`src/rtl/tdm_demux.sv`:
```
// Time-division demultiplexer: splits an interleaved serial sample stream into
// CHANNELS lanes and presents each completed frame on a registered parallel bus.
//
// state   | meaning
// IDLE    | waiting for a start-of-frame sample; orphan samples are dropped
// COLLECT | frame in progress; sel is the lane the next sample lands in
module tdm_demux #(
   parameter int WIDTH    = 8,
   parameter int CHANNELS = 4,
   parameter int SEL_W    = 2
) (
   input  logic                      clk,
   input  logic                      rst_n,
   input  logic                      in_valid,
   input  logic                      in_sof,
   input  logic [WIDTH-1:0]          in_data,
   output logic [CHANNELS*WIDTH-1:0] out_data,
   output logic                      out_valid,
   output logic [SEL_W-1:0]          sel,
   output logic                      frame_err
);

   typedef enum logic {IDLE = 1'b0, COLLECT = 1'b1} state_t;

   localparam int SH_W = (CHANNELS - 1) * WIDTH;
   localparam logic [SEL_W-1:0] SEL_LAST = SEL_W'(CHANNELS - 1);
   localparam logic [SEL_W-1:0] SEL_ONE  = SEL_W'(1);

   state_t                      state_q, state_d;
   logic [SEL_W-1:0]            sel_q, sel_d;
   logic [SH_W-1:0]             shadow_q, shadow_d;
   logic [CHANNELS*WIDTH-1:0]   out_data_q, out_data_d;
   logic                        out_valid_q, out_valid_d;
   logic                        frame_err_q, frame_err_d;

   always_ff @(posedge clk or negedge rst_n) begin
      if (!rst_n) begin
         state_q     <= IDLE;
         sel_q       <= '0;
         shadow_q    <= '0;
         out_data_q  <= '0;
         out_valid_q <= 1'b0;
         frame_err_q <= 1'b0;
      end else begin
         state_q     <= state_d;
         sel_q       <= sel_d;
         shadow_q    <= shadow_d;
         out_data_q  <= out_data_d;
         out_valid_q <= out_valid_d;
         frame_err_q <= frame_err_d;
      end
   end

   always_comb begin
      state_d     = state_q;
      sel_d       = sel_q;
      shadow_d    = shadow_q;
      out_data_d  = out_data_q;
      out_valid_d = 1'b0;
      frame_err_d = 1'b0;

      if (in_valid) begin
         if (in_sof) begin
            // A sof always starts a fresh frame; in COLLECT it also aborts the old one.
            shadow_d[WIDTH-1:0] = in_data;
            sel_d               = SEL_ONE;
            state_d             = COLLECT;
            frame_err_d         = (state_q == COLLECT);
         end else if (state_q == COLLECT) begin
            if (sel_q == SEL_LAST) begin
               out_data_d  = {in_data, shadow_q};
               out_valid_d = 1'b1;
               sel_d       = '0;
               state_d     = IDLE;
            end else begin
               for (int k = 1; k < CHANNELS - 1; k++) begin
                  if (sel_q == SEL_W'(k)) begin
                     shadow_d[k*WIDTH +: WIDTH] = in_data;
                  end
               end
               sel_d = sel_q + SEL_ONE;
            end
         end
      end
   end

   assign out_data  = out_data_q;
   assign out_valid = out_valid_q;
   assign sel       = sel_q;
   assign frame_err = frame_err_q;

endmodule

```
`config.mk`:
```
export PLATFORM = sky130hd
export DESIGN_NAME = tdm_demux
export DESIGN_NICKNAME = d
export VERILOG_FILES = /design/src/rtl/tdm_demux.sv
export SDC_FILE = /design/constraint.sdc
export NUM_CORES = 1
export LEC_CHECK = 0
export ABC_AREA = 1
export BUFFER_PORTS_ARGS = -buffer_cell sky130_fd_sc_hd__buf_4
export CELL_PAD_IN_SITES_DETAIL_PLACEMENT = 0
export CELL_PAD_IN_SITES_GLOBAL_PLACEMENT = 2
export CORE_MARGIN = 3
export CORE_UTILIZATION = 34
export CTS_CLUSTER_DIAMETER = 120
export CTS_CLUSTER_SIZE = 16
export DETAILED_ROUTE_END_ITERATION = 12
export HOLD_SLACK_MARGIN = 0.05
export PLACE_DENSITY_LB_ADDON = 0.25
export SLEW_MARGIN = 10
export SYNTH_ARGS = -nofsm -noshare
export SYNTH_HDL_FRONTEND = slang
export SYNTH_SLANG_ARGS = --single-unit
```
`constraint.sdc`:
```
create_clock -name clk -period 1.7 [get_ports clk]
set_clock_uncertainty 0.05 [all_clocks]
set_input_delay 0.17 -clock clk [delete_from_list [all_inputs] [get_ports clk]]
set_output_delay 0.17 -clock clk [all_outputs]
set_load 0.05 [all_outputs]
```
# ---- Word level (Yosys, flattened, before mapping)
# Cells that the tools add are included.
dict set report totals {
  in_bits 12
  mem_bits_ro 0
  latch_bits 0
  reg_bits 61
  output_inout_bits 36
  ramBits 0
  memories 0
}
dict set report classes {
  mux 12
  addsub 1
  magnitude_cmp 0
  n_shift 0
  n_bitwise 2
  div_mod_pow 0
  n_eq_ne 3
  multipliers 0
  n_reduce_logical 6
}
# op n
set op_table {}
lappend op_table {{$reduce_and A5 Y1} 2}
lappend op_table {{$mux W1} 9}
lappend op_table {{$mux W2} 3}
lappend op_table {{$eq A2 B2 Y1 const B} 2}
lappend op_table {{$reduce_and A2 Y1} 2}
lappend op_table {{$reduce_and A4 Y1} 1}
lappend op_table {{$add A2 B1 Y2 const B} 1}
lappend op_table {{$eq A2 B1 Y1 const B} 1}
lappend op_table {{$not A1 Y1} 2}
lappend op_table {{$reduce_bool A2 Y1} 1}

# ---- Logic depth before layout (Yosys ltp)
# Gate-level depths: netlist of run 1.
dict set report depth {
  word_depth 5
  depth_mapped 8
  ltp_nobuf 6
}

# ---- Worst setup path before layout of run 1
# Ideal clock, no wire load.
dict set report synth_timing {
  kind {register to register}
  from {reg sel_q[0] (netlist: sel[0])}
  to {reg out_data_q[17] (netlist: out_data[17])}
  stages_incl_launch_ff 9
  path_slack_ns -0.010
  arrival_time_ns 1.536
  path_buffers 2
  cell_sequence {dfrtp_1 -> ha_1 -> nand2_1 -> inv_1 -> nand2_2 -> buf_6 -> buf_12 -> nand2_2 -> o21ai_2}
}
dict set report synth_between {
  elab_chain_len 2
}
# element line
set synth_lines {}
lappend synth_lines {{start: declaration} 30} ;# logic [SEL_W-1:0] sel_q, sel_d;
lappend synth_lines {{start signal: assignment} 46} ;# sel_q <= sel_d;
lappend synth_lines {{$eq A2 B2 Y1} 70} ;# if (sel_q == SEL_LAST) begin
lappend synth_lines {{$reduce_and A4 Y1 (no line)} -}
lappend synth_lines {{end signal: assignment} 48} ;# out_data_q <= out_data_d;
lappend synth_lines {{end: declaration} 32} ;# logic [CHANNELS*WIDTH-1:0] out_data_q, out_data_d;
# Every way passes these cells.
# A chain may end at the register's enable or synchronous reset.

# ---- Worst setup path after layout of run 1
dict set report layout_timing {
  from {reg sel_q[0] (netlist: sel[0])}
  to {reg shadow_q[22]}
}
dict set report layout_between {
  elab_chain_len 3
  elab_cells_between_ends 4
}
# element line
set layout_lines {}
lappend layout_lines {{$eq A2 B2 Y1} 70}
lappend layout_lines {{$not A1 Y1 (no line)} -}
lappend layout_lines {{$reduce_and A5 Y1 (no line) *} -}
lappend layout_lines {{end signal: assignment} 47} ;# shadow_q <= shadow_d;
lappend layout_lines {{end: declaration} 31} ;# logic [SH_W-1:0] shadow_q, shadow_d;
# Mark *: on every way between the ends. The rest lies on a longest branch, timed or not.

==> implementation parameters, run 1 <==
Parameter                              Value

Final layout
  Post-layout instance area ... 3300 µm²
  Most common cell after layout, fill and taps aside ... sky130_fd_sc_hd__nand2_1
  Antenna cells ... 0
  Layout overhead on the synthesized area ... 24.6%
  Most frequent cells in the layout ... sky130_fd_sc_hd__nand2_1 (68), sky130_fd_sc_hd__dfrtp_1 (59), sky130_fd_sc_hd__buf_4 (50)
  Final-layout fill cell count ... 742
  Fin nets ... 329
  Share of final-layout standard cells stronger than drive strength 1 ... 37.3%
  Finished Core Util ... 44.6%

Detailed routing
  DRC violation count after routing ... 0
  Via count ... 1,831
  Drt pass-1 iters ... 4
  Routed wire length ... 5350 µm
  Vias per cell ... 4.38
  Detailed-route wire length per cell ... 12.8 µm
  Antenna-violating nets left ... 0
  Violation count after the first detailed-route iteration ... 73

Logic synthesis
  Unique cell type count in the Yosys netlist ... 19
  Area share of fa/ha/maj cells after synthesis ... 1.42%
  Multiplexer share of the synthesized area ... 0%
  Syn. warnings ... 0
  Flip-flop and latch count after synthesis ... 61
  Dominant combinational cell family by area after synthesis ... simple AND/OR/NAND/NOR gates
  Mean cell area of the mapped netlist ... 10.2 µm²
  Synth top area cells ... sky130_fd_sc_hd__dfrtp_1 (58%), sky130_fd_sc_hd__o21ai_2 (11%), sky130_fd_sc_hd__nand2_1 (9.6%)
  Area fraction in compound gates after synthesis ... 12.8%
  Area share of the leading cell type in the synthesized netlist ... 57.6%
  Post-Synth XOR/XNOR Area ... 0%
  Synthesized-area fraction occupied by and/or/nand/nor cells ... 17.7%
  Cell taking the most area after synthesis ... sky130_fd_sc_hd__dfrtp_1
  Post-Syn Nets ... 276
  Count of mapped cells out of synthesis ... 261
  Register area share after synthesis ... 57.6%
  Area of the mapped netlist ... 2650 µm²

Pwr
  Areal power density over the cells ... 1940 nW/µm²
  Leak pwr ... 1.73 nW
  Peak VDD IR ... 589 µV

Critical path
  Kind of end point of the critical path ... register
  Delay of the slowest critical-path stage ... 0.44 ns
  Largest fanout on the critical path ... 8
  Kind of critical path ... register to register
  Worst setup startpoint ... sel[0]
  Worst endpoint data arrival time ... 1.64 ns
  Family of cells with the greatest summed delay on the critical path ... simple AND/OR/NAND/NOR gates
  Worst path cell trace ... ha_1 > nor2_4 > nand3_2 > nand2_1 > nand2_1
  Cell type of the slowest stage on the worst timing path ... sky130_fd_sc_hd__dfrtp_2
  Worst endpoint required time ... 1.87 ns
  Nature of the critical path startpoint ... register
  Startpoint of the lowest-slack register-to-register path ... sel[0]
  Count of buffering cells on the critical path with inverters included ... 0
  Most frequent cell on the critical path ... sky130_fd_sc_hd__nand2_1

Clock tree
  Count of hold-fix buffers inserted at cts ... 1
  Clock insertion delay at the later pin of the skew report ... 0.33 ns
  CTS sink cnt ... 61
  TritonCTS clock tree ... done
  Clock Pin Slew Worst Setup and Hold Paths ... 0.07 ns
  H-tree depth ... 3
  Max Buffers Root-to-Sink ... 2
  CTS buffer count ... 9
  Clock Tree Root ... sky130_fd_sc_hd__clkbuf_8
  Post-CTS Setup Bufs ... 0
  CTS-repair resized insts ... 0

Global route
  Remaining global-route overflow ... 0
  Number of antenna violations at the first check in global routing ... 0
  Wire length of the first global-routing pass ... 8650 µm
  Vias in the first global route ... 1,723
  GR met2 Demand/Resource ... 19.2%
  Pin count of the biggest net entering global routing ... 44
  Met1 Use GR ... 17.4%
  Routing layer with the top usage in global route ... met2
  Met3 demand-to-capacity share in global routing ... 4.81%
  Global-route usage over all layers ... 13.0%

Timing
  Final Max Tran Viols ... 0
  RSZ-0062 raised after global routing ... no
  Fin Setup TNS ... 0 ns
  Pin slew with the least headroom to its limit ... 0.569 ns
  Clock period minus final worst setup slack ... 1.47 ns
  Final worst slack ... 0.233 ns
  Maximum clock rate ... 682 MHz
  Final setup violation count ... 0
  Crit share post-route ... 86.3%
  Final count of hold timing violations ... 0
  Rel. slew slack ... 62.0%

Run
  Maximum capacitance violations ... 0

Placement
  Port Buffer Count ... 47
  Global placement routability congestion ... 0.784
  Worst slack, placed ... 0.256 ns
  HPWL after detailed placement ... 3810 µm
  Standard cell area after detailed placement ... 3100 µm²

Min path
  Startpoint of the most critical hold path ... in_sof
  Class of the tightest hold or removal check ... input port to register

Floorplan
  Initial Util ... 35.8%
  Height of the die ... 94.3 µm
  Placeable core region ... 7410 µm²
  # IOs ... 48
  Placement row count ... 31
  Die area ... 8890 µm²
  Die X ... 94.3 µm

Outcome
  Run status ... finished, final reports clean
[report_power, final]
part,switching (W),internal (W)
Combinational,0.00196,0.000887
Sequential,0.000313,0.00198
Clock,0.000552,0.000707
[logic make-up after synthesis]
kind of cell    count (synthesis)
flops                          61
buf+inv                        52
compound gates                 44
simple gates                  101
fa+ha+maj                       3
[through the flow]
stage | power [W] | std cells | hold slack, ns
floorplan | 0.00437 | 261 | -0.176
global placement | 0.00517 | 401 | 0.164
detailed placement | 0.00520 | 401 | 0.165
CTS | 0.00649 | 418 | 0.0653
global route | 0.00679 | 418 | 0.0619
finish | 0.00640 | 418 | 0.0766
[synthesized netlist by cell type]
cell,instances
sky130_fd_sc_hd__buf_12,1
sky130_fd_sc_hd__buf_4,3
sky130_fd_sc_hd__buf_6,4
sky130_fd_sc_hd__buf_8,2
sky130_fd_sc_hd__clkbuf_1,2
sky130_fd_sc_hd__clkbuf_2,1
sky130_fd_sc_hd__dfrtp_1,61
sky130_fd_sc_hd__ha_1,3
sky130_fd_sc_hd__inv_1,38
sky130_fd_sc_hd__inv_2,1
sky130_fd_sc_hd__nand2_1,68
sky130_fd_sc_hd__nand2_2,11
sky130_fd_sc_hd__nand3_2,2
sky130_fd_sc_hd__nand4_1,16
sky130_fd_sc_hd__nor2_1,2
sky130_fd_sc_hd__nor2_2,1
sky130_fd_sc_hd__nor2_4,1
sky130_fd_sc_hd__o21ai_0,12
sky130_fd_sc_hd__o21ai_2,32
[tightest hold or removal path, stage by stage]
cell and delay [ns]:
sky130_fd_sc_hd__buf_4 0.14, sky130_fd_sc_hd__inv_1 0.06, sky130_fd_sc_hd__nor2_1 0.05
[area by class of cell]
type                    count  area (µm²)  share of cell area, %
inverters                  39         146                   4.43
clock inverters             5        50.0                   1.52
clock buffers              11         141                   4.28
well taps                  99         124                   3.75
repair buffers             55         465                   14.1
flip-flops and latches     61        1530                   46.3
multi-input cells         148         847                   25.6
[routing by layer]
layer / routed length [µm] / vias to the layer above
li1: - / 930
met1: 2550 / 850
met2: 2470 / 45
met3: 281 / 6
met4: 49 / 0
met5: 0 / -
[worst paths after layout]
kind	depth (start not counted)	end	slack, ns
max	5	shadow_q[22]	0.23
min	3	frame_err	0.08
max reg2reg	5	shadow_q[22]	0.23
min reg2reg	2	shadow_q[19]	0.42
max in group asynchronous	3	out_data[18]	0.77
min in group asynchronous	2	out_data[30]	0.33
[state kept, by name, indices dropped and copies added (netlist names)]
name       count
frame_err      1
out_data      32
out_valid      1
sel            2
shadow_q      24
state_q        1
Note: power is estimated with default switching activity, not from simulation.
==> run 2, diff against run 1 <==
--- a/config.mk
+++ b/config.mk
@@ -9,7 +9,6 @@
 export BUFFER_PORTS_ARGS = -buffer_cell sky130_fd_sc_hd__buf_4
 export CELL_PAD_IN_SITES_DETAIL_PLACEMENT = 0
 export CELL_PAD_IN_SITES_GLOBAL_PLACEMENT = 2
-export CORE_MARGIN = 3
 export CORE_UTILIZATION = 34
 export CTS_CLUSTER_DIAMETER = 120
 export CTS_CLUSTER_SIZE = 16
==> run 2 against run 1 <==
Against the previous run:
- setup slack better by 0.0047 ns
- critical endpoint is now shadow_q[10]
- highest routed layer unchanged
- via count down 3.2%
- core utilization fell by 0.17 points
- clock power rose by 9%
- fmax grew 0.32%
==> implementation parameters, run 2 (synthesized netlist as in run 1, its figures left out) <==
Parameter                              Value

Critical path
  Worst endpoint data arrival time ... 1.68 ns (+0.04 ns)
  Delay of the slowest critical-path stage ... 0.43 ns (about the same)
  Kind of critical path ... register to register
  Largest fanout on the critical path ... 11 (+3)
  Worst endpoint required time ... 1.92 ns (+0.05 ns)
  Worst path cell trace ... ha_1 > nor2_4 > buf_4 > nand4_1 > nand2_1
  Cell type of the slowest stage on the worst timing path ... sky130_fd_sc_hd__dfrtp_2
  Kind of end point of the critical path ... register
  Register-to-register path setup slack ... 0.24 ns (about the same)
  Nature of the critical path startpoint ... register

Final layout
  Seq. cell area ... 1530 µm² (unchanged)
  Share of final-layout standard cells stronger than drive strength 1 ... 36.6% (-0.71 points)
  Most common cell after layout, fill and taps aside ... sky130_fd_sc_hd__nand2_1
  Area taken by multi-input logic gates ... 847 µm² (unchanged)
  Layout overhead on the synthesized area ... 24.2%
  Most frequent cells in the layout ... sky130_fd_sc_hd__nand2_1 (68), sky130_fd_sc_hd__dfrtp_1 (59), sky130_fd_sc_hd__buf_4 (49)
  Antenna cells ... 0 (unchanged)
  Final-layout fill cell count ... 728 (-1.9%)
  Fin nets ... 327 (-0.61%)
  Number of flip-flops in the largest register ... 32 (unchanged)

Placement
  Global placement routability congestion ... 0.793 (+1.2%)
  Port Buffer Count ... 47 (unchanged)
  HPWL after detailed placement ... 3520 µm (-7.5%)

Timing
  RSZ-0062 raised after global routing ... no
  Final count of hold timing violations ... 0 (unchanged)
  Maximum clock rate ... 684 MHz (+0.32%)
  Fin Setup TNS ... 0 ns (unchanged)
  Clock period minus final worst setup slack ... 1.46 ns (-0.00467 ns)
  Final setup violation count ... 0 (unchanged)
  Pin slew with the least headroom to its limit ... 0.386 ns (-0.183 ns)
  Final Max Tran Viols ... 0 (unchanged)
  Crit share post-route ... 86.0% (-0.27 points)
  Rel. slew slack ... 74.3% (+12 points)

Floorplan
  Die area ... 8150 µm² (-8.3%)
  Height of the die ... 90.3 µm (-4.2%)
  # IOs ... 48 (unchanged)
  Die X ... 90.3 µm (-4.2%)
  Placeable core region ... 7410 µm² (unchanged)
  Placement row count ... 31 (unchanged)
  Initial Util ... 35.8% (unchanged)

Clock tree
  Clock Tree Root ... sky130_fd_sc_hd__clkbuf_8
  Max Buffers Root-to-Sink ... 2 (unchanged)
  TritonCTS clock tree ... done
  Clock Pin Slew Worst Setup and Hold Paths ... 0.07 ns (about the same)
  CTS sink cnt ... 61 (unchanged)
  CTS buffer count ... 9 (unchanged)
  Clock insertion delay at the later pin of the skew report ... 0.33 ns (about the same)
  H-tree depth ... 3 (unchanged)

Detailed routing
  Via count ... 1,773 (-3.2%)
  DRC violation count after routing ... 0 (unchanged)
  Routed wire length ... 5090 µm (-4.8%)
  Detailed-route wire length per cell ... 12.2 µm (-4.3%)
  Vias per cell ... 4.26 (-2.7%)
  Violation count after the first detailed-route iteration ... 68 (-6.8%)
  Drt pass-1 iters ... 4 (unchanged)
  Antenna-violating nets left ... 0 (unchanged)

Global route
  Number of antenna violations at the first check in global routing ... 0 (unchanged)
  Wire length of the first global-routing pass ... 8780 µm (+1.5%)
  Global-route usage over all layers ... 14.1% (+1.0 points)
  Vias in the first global route ... 1,754 (+1.8%)
  Pin count of the biggest net entering global routing ... 37 (-16%)
  Remaining global-route overflow ... 0 (unchanged)

Run
  Maximum capacitance violations ... 0 (unchanged)

Pwr
  Peak VDD IR ... 729 µV (+24%)
  Sum of internal, switching and leakage power ... 0.00646 W (+0.95%)
  Areal power density over the cells ... 1960 nW/µm² (+1.3%)
  Leak pwr ... 1.72 nW (-0.65%)

Min path
  Class of the tightest hold or removal check ... input port to register

Outcome
  Run status ... finished, final reports clean
==> run 2: cell count changes in the layout (fill, tap and decap cells not counted) <==
cell                        delta
sky130_fd_sc_hd__clkinv_2      -1
sky130_fd_sc_hd__clkbuf_1      +1
sky130_fd_sc_hd__buf_12        -1
sky130_fd_sc_hd__clkbuf_8      -1
sky130_fd_sc_hd__bufinv_16     +1
sky130_fd_sc_hd__buf_4         -1
==> run 2: layout make-up <==
class / instances / area share [%]
inverter: 39 / 4.45
multi-input combinational: 148 / 25.7
clock inverter: 5 / 2.28
timing repair buffer: 53 / 13.3
sequential: 61 / 46.5
clock buffer: 11 / 3.99
tap: 99 / 3.76
==> run 2: repair_timing <==
action / 4_1_cts / 5_1_grt
hold buffers: 1 / 0
hold endpoints to repair: 27 / 0
resized for setup: 0 / 0
buffers inserted: 0 / 0
==> run 2: critical path: cells and delay by family (launching register included) <==
kind | cells | cell delay, ns
adder cells (fa/ha/maj) | 1 | 0.25
buffers and inverters | 1 | 0.22
flip-flops | 1 | 0.43
AND/OR/NAND/NOR | 3 | 0.45
==> run 2: stage by stage <==
stage	cell area [µm²]	instances	hold WS [ns]	setup slack (ns)	util (%)
finish	3290	416	0.0783	0.237	44.4
global route	3290	416	0.0727	0.130	44.4
CTS	3290	416	0.0620	0.246	44.4
detailed placement	3070	399	0.0737	0.261	41.5
global placement	3070	399	0.0738	0.284	41.5
floorplan	2650	261	-0.176	0.157	-
==> run 2: report_power, final <==
group	switching, W	internal, W
clock	0.000552	0.000819
combinational	0.00194	0.000861
sequential	0.000306	0.00198
==> run 2: path summary, 6_finish.rpt <==
check	from	endpoint	depth (start not counted)
worst min-delay path	in_data[7]	shadow_q[15]	3
worst max-delay path	sel[0]	shadow_q[10]	5
worst min register to register	shadow_q[20]	shadow_q[20]	2
min in group asynchronous	rst_n	out_data[14]	2
max in group asynchronous	rst_n	sel[0]	3
worst max register to register	sel[0]	shadow_q[10]	5
==> run 2: per-layer routing <==
| metal | global-route usage (%) | share of wire [%] | vias to the layer above |
|---|---|---|---|
| met3 | 3.96 | 5.1 | 9 |
| li1 | - | - | 923 |
| met2 | 20.9 | 43 | 46 |
| met1 | 18.6 | 49 | 795 |
| met4 | 7.53 | 2.0 | 0 |
| met5 | 0 | 0 | - |
